`src/rtl/fp_stft_pkg.sv`:
```
// Shared constants and types for the floating-point STFT framer and 4-point FFT stage.
package fp_stft_pkg;

    localparam int unsigned FP_W   = 32;
    localparam int unsigned FFT_N  = 4;
    localparam int unsigned FILL_W = 3;

    localparam logic [FP_W-1:0] FP_ZERO      = 32'h0000_0000;
    localparam logic [FP_W-1:0] FP_ONE       = 32'h3F80_0000;
    localparam logic [FP_W-1:0] FP_MINUS_ONE = 32'hBF80_0000;

    typedef enum logic {
        PRIME  = 1'b0,
        STEADY = 1'b1
    } framer_state_e;

    // x0 oldest, x3 newest
    typedef struct packed {
        logic [FP_W-1:0] x0;
        logic [FP_W-1:0] x1;
        logic [FP_W-1:0] x2;
        logic [FP_W-1:0] x3;
    } fp_frame_t;

endpackage

```
`src/rtl/fp_frame_shreg.sv`:
```
// 4-deep x 32-bit sample window; shifts toward x0 and loads the newest sample into x3.
module fp_frame_shreg
    import fp_stft_pkg::*;
(
    input  logic            clk,
    input  logic            rst,
    input  logic            shift,
    input  logic [FP_W-1:0] d,
    output fp_frame_t       q
);

    always_ff @(posedge clk or posedge rst) begin
        if (rst) begin
            q <= '0;
        end else if (shift) begin
            q.x0 <= q.x1;
            q.x1 <= q.x2;
            q.x2 <= q.x3;
            q.x3 <= d;
        end
    end

endmodule

```
`src/rtl/fp_stft_framer.sv`:
```
// Forms overlapping 4-sample frames from a serial FP32 stream and presents them as
// four complex FFT inputs behind a registered valid/ready slot.
module fp_stft_framer
    import fp_stft_pkg::*;
#(
    parameter int unsigned HOP   = 2,
    parameter int unsigned CNT_W = 16
) (
    input  logic             clk,
    input  logic             rst,
    input  logic             in_valid,
    input  logic [FP_W-1:0]  in_data,
    output logic             in_ready,
    output logic             out_valid,
    input  logic             out_ready,
    output logic [FP_W-1:0]  re_x0,
    output logic [FP_W-1:0]  re_x1,
    output logic [FP_W-1:0]  re_x2,
    output logic [FP_W-1:0]  re_x3,
    output logic [FP_W-1:0]  im_x0,
    output logic [FP_W-1:0]  im_x1,
    output logic [FP_W-1:0]  im_x2,
    output logic [FP_W-1:0]  im_x3,
    output logic [CNT_W-1:0] frame_cnt,
    output logic             overrun
);

    if (HOP == 0 || HOP > FFT_N) begin : g_hop_check
        $error("fp_stft_framer: HOP must be in 1..4");
    end

    framer_state_e     state, state_next;
    logic [FILL_W-1:0] fill, fill_next;
    logic [FILL_W-1:0] target_c;
    logic              completing_c;
    logic              in_accept_c;
    logic              out_accept_c;
    logic              snapshot_c;
    logic              stall_c;
    logic [2:0]        stall_run;
    fp_frame_t         sr;
    fp_frame_t         frame;

    assign target_c     = (state == PRIME) ? FILL_W'(FFT_N) : FILL_W'(HOP);
    assign completing_c = (fill + FILL_W'(1)) == target_c;
    // Only the sample that would complete a frame waits for the output slot.
    assign in_ready     = !completing_c || !out_valid || out_ready;
    assign in_accept_c  = in_valid && in_ready;
    assign out_accept_c = out_valid && out_ready;
    assign snapshot_c   = in_accept_c && completing_c;
    assign stall_c      = in_valid && !in_ready;

    fp_frame_shreg u_shreg (
        .clk   (clk),
        .rst   (rst),
        .shift (in_accept_c),
        .d     (in_data),
        .q     (sr)
    );

    always_ff @(posedge clk or posedge rst) begin
        if (rst) begin
            state <= PRIME;
            fill  <= '0;
        end else begin
            state <= state_next;
            fill  <= fill_next;
        end
    end

    always_comb begin
        state_next = state;
        fill_next  = fill;
        if (in_accept_c) begin
            if (completing_c) begin
                fill_next  = '0;
                state_next = STEADY;
            end else begin
                fill_next = fill + FILL_W'(1);
            end
        end
    end

    // Output slot: a snapshot on the same edge as an output accept replaces the frame.
    always_ff @(posedge clk or posedge rst) begin
        if (rst) begin
            frame     <= '0;
            out_valid <= 1'b0;
            frame_cnt <= '0;
        end else begin
            if (snapshot_c) begin
                frame.x0 <= sr.x1;
                frame.x1 <= sr.x2;
                frame.x2 <= sr.x3;
                frame.x3 <= in_data;
            end
            if (snapshot_c) begin
                out_valid <= 1'b1;
            end else if (out_accept_c) begin
                out_valid <= 1'b0;
            end
            if (out_accept_c) begin
                frame_cnt <= frame_cnt + CNT_W'(1);
            end
        end
    end

    // Sticky flag once a stalled sample has waited 8 consecutive cycles.
    always_ff @(posedge clk or posedge rst) begin
        if (rst) begin
            stall_run <= '0;
            overrun   <= 1'b0;
        end else if (stall_c) begin
            if (stall_run == 3'd7) begin
                overrun <= 1'b1;
            end else begin
                stall_run <= stall_run + 3'd1;
            end
        end else begin
            stall_run <= '0;
        end
    end

    assign re_x0 = frame.x0;
    assign re_x1 = frame.x1;
    assign re_x2 = frame.x2;
    assign re_x3 = frame.x3;
    assign im_x0 = FP_ZERO;
    assign im_x1 = FP_ZERO;
    assign im_x2 = FP_ZERO;
    assign im_x3 = FP_ZERO;

endmodule

```
`config.mk`:
```
export PLATFORM = sky130hd
export DESIGN_NAME = fp_stft_framer
export DESIGN_NICKNAME = d
export VERILOG_FILES = /design/src/rtl/fp_stft_pkg.sv /design/src/rtl/fp_frame_shreg.sv /design/src/rtl/fp_stft_framer.sv
export SDC_FILE = /design/constraint.sdc
export NUM_CORES = 1
export LEC_CHECK = 0
export ABC_AREA = 1
export BUFFER_PORTS_ARGS = -buffer_cell sky130_fd_sc_hd__buf_2
export CAP_MARGIN = 20
export CORE_AREA = 2 2 197 199
export CTS_BUF_LIST = sky130_fd_sc_hd__clkbuf_4 sky130_fd_sc_hd__clkbuf_8 sky130_fd_sc_hd__clkbuf_16
export DETAILED_ROUTE_END_ITERATION = 8
export DIE_AREA = 0 0 199 201
export HOLD_SLACK_MARGIN = 0.02
export PLACE_DENSITY = 0.46
export SLEW_MARGIN = 40
export SYNTH_ARGS = -nofsm -noshare
export SYNTH_HDL_FRONTEND = slang
export SYNTH_SLANG_ARGS = --single-unit
```
`constraint.sdc`:
```
create_clock -name clk -period 9.8 [get_ports clk]
set_input_delay 0.98 -clock clk [delete_from_list [all_inputs] [get_ports clk]]
set_output_delay 0.98 -clock clk [all_outputs]
set_load 0.05 [all_outputs]
```
==> impl_metrics.csv <==
group,metric,value,unit
pwr,power.leakage,0.00722,uW
die,initial_core_util,29.4,%
yosys,ys_types,24,
finish,fillers,4019,
yosys,synth_adder_area_share,0.447,%
outcome,run_status,"complete, no violations",
clock_tree,post_cts_buffers,0,
timing,max_freq,0.278,GHz
clock_tree,cts_resized,0,
die,die_w,199,um
routing,antenna_left,0,
timing,maxSlewHeadroom,47.8,%
finish,n_antenna_cell,0,
routing,routedWlPerCell,15.8,um
finish,num-nets-final,1442,
setup_path,startpoint_type,"flip-flop",
grt,grt_max_degree,138,
grt,grt_overflow,0,
clock_tree,clock_path_buffers,3,
yosys,synth_edf_count,0,
timing,finalClockSkew,0.0101,ns
timing,report.final.setup_viol,0,
die,num_io_pins,311,
die,num_rows,72,
grt,antenna_found_initial,0,
yosys,ys_seq_elements,249,
clock_tree,clk_latency,0.56,ns
timing,worstMarginPinSlew,0.783,ns
routing,vias_per_cell,4.42,
timing,hold_viol,0,
timing,finalMaxSlewViolations,0,
finish,drive_gt1_share,18.0,%
setup_path,rrSetupSlack,6.90,ns
timing,rsz0062_at_grt,"no",
clock_tree,cts_buffers,29,
routing,wl_met2,12.6,mm
yosys,netlist_area,0.0112,mm2
yosys,synth_compound_area_share,0.112,%
routing,route.vias.total,8584,
clock_tree,clk_pin_slew_worst_paths,0.06,ns
grt,grt_pass1_wl,48.3,mm
yosys,seq_area_frac_synth,55.6,%
clock_tree,cts_num_sinks,249,
yosys,synth_mux_area_share,0.179,%
setup_path,cp-end-kind,"output pin",
routing,drt-total-wl,30.7,mm
yosys,synth-simple-area-share,29.7,%
routing,dr_wl_met3,1.84,mm
die,dieHeight,201,um
yosys,ys.flop_type,"dfrtp_1",
timing,tns,0,ns
routing,routed.top_layer,"met4",
clock_tree,h-tree-depth,1,
clock_tree,cts_tree,"built",
routing,first_pass_iters,4,
yosys,synth-async-reset-ratio,100,%
setup_path,crit_type,"flip-flop to output pin",
setup_path,required,8.82,ns
yosys,synth_top_family_by_area,"simple AND/OR/NAND/NOR gates",
grt,grt_usage,15.2,%
routing,drt_iter0_markers,464,
finish,postLayoutCoreUtil,34.3,%
clock_tree,root_buffer,"clkbuf_16",
timing,layout_min_cycle_time,3.60,ns
setup_path,path_max_fanout,54,
yosys,synth_xor_area_share,1.09,%
grt,grt_pass1_vias,8099,
clock_tree,hold_buffers,0,
timing,min_period_over_period,36.8,%
yosys,syn_avg_cell_area,8.87,um2
yosys,ys.warnings.count,0,
die,core_area,0.0381,mm2
placement,place_congestion,0.753,
pwr,ir_drop,0.136,mV
routing,drc,0,
placement,place_hpwl,18.7,mm
routing,m1WireLength,15.8,mm
pwr,powerDensity,338,mW/mm2
yosys,synth_cells,1264,
die,die_area,0.0400,mm2
finish,syn2layout_area_growth,16.6,%
placement,io_buffers,182,
setup_path,crit_arrival,2.62,ns
job,cap_viol_max_count,0,
hold_path,hold_path_class,"flip-flop to flip-flop",
[kinds of logic after synthesis]
family / count (synthesis)
AND/OR/NAND/NOR: 758
AO/OA/AOI/OAI: 2
other: 1
XOR/XNOR: 14
multiplexers: 2
flip-flops: 249
buffers and inverters: 234
adder cells (fa/ha/maj): 4
[final timing paths]
check / startpoint / end / cells after the start
setup reg to reg: fill[0] / stall_run[1] / 9
hold / removal: overrun / overrun / 2
setup / recovery: fill[0] / in_ready / 8
max in group asynchronous: rst / u_shreg.q[83] / 4
hold reg to reg: overrun / overrun / 2
min in group asynchronous: rst / frame_cnt[13] / 2
[cells in the final DEF (no fill, tap or decap)]
cell,count
nand3_1,105
buf_2,181
nand3_4,1
o21ai_0,1
inv_2,2
nor3_1,1
ha_1,4
nand4_4,1
bufinv_16,2
nand2_1,498
clkinv_2,4
conb_1,128
clkbuf_4,5
buf_4,7
clkbuf_16,29
o211ai_1,1
buf_12,3
nor2_4,1
inv_1,14
mux2i_1,2
inv_4,1
nand4_1,130
nand3_2,1
nand2_4,1
nor2_1,19
dfrtp_1,249
clkinvlp_4,1
buf_6,4
clkbuf_8,11
xnor2_1,6
xor2_1,8
inv_12,1
[worst max-delay path, stage by stage, from the launching register on]
cell	delay [ns]
dfrtp_1	0.45
ha_1	0.26
inv_1	0.08
nand2_1	0.08
nand2_1	0.10
nand2_1	0.09
nand4_4	0.06
buf_4	0.51
buf_2	0.39
[layer usage]
layer / GRT usage (%) / vias to the layer above
li1: - / 4155
met1: 24.1 / 4152
met2: 20.5 / 245
met3: 3.16 / 32
met4: 3.84 / 0
met5: 0 / -
[synthesized netlist by cell type (2+ instances only)]
cell,count,share of area (%)
buf_4,137,9.2
nor2_1,19,0.64
nand2_1,498,17
buf_6,2,0.20
clkbuf_1,45,1.5
nand3_1,106,4.7
inv_1,16,0.54
xor2_1,8,0.63
mux2i_1,2,0.18
buf_1,7,0.23
buf_2,25,1.1
ha_1,4,0.45
inv_2,2,0.067
nand4_1,130,7.3
xnor2_1,6,0.47
dfrtp_1,249,56
[layout make-up]
class | instances | area (um2) | area share (%)
Clock buffer | 44 | 901 | 6.89
Timing Repair Buffer | 196 | 1080 | 8.24
Clock inverter | 7 | 87.6 | 0.670
Tap cell | 518 | 648 | 4.96
Inverter | 18 | 82.6 | 0.632
Multi-Input combinational cell | 908 | 4040 | 30.9
Sequential cell | 249 | 6230 | 47.7
[where the power goes]
part	leakage, uW	switching, uW	total, uW	internal [uW]
clock network	0.000496	434	1110	680
logic	0.00356	1440	1780	338
registers	0.00316	197	1530	1330
[metrics by stage]
step                      setup slack (ns)  hold slack (ns)  power (uW)  instances  instance area [um2]
after CTS                             6.13            0.468        4480       1938                13000
after global routing                  6.04            0.486        4670       1940                13100
after global placement                6.16            0.445        3330       1886                12000
after detailed placement              6.08            0.453        3350       1887                12000
final                                 6.20            0.463        4420       1940                13100
after floorplan                       1.98            0.442        2930       1391                11700
[state kept, by name, summed over array words and instances, names as in the netlist]
register	cells
u_shreg.q	96
re_x0	32
fill	3
re_x3	32
re_x2	32
out_valid	1
re_x1	32
state	1
overrun	1
stall_run	3
frame_cnt	16
Power figures use the tool's default switching activity.
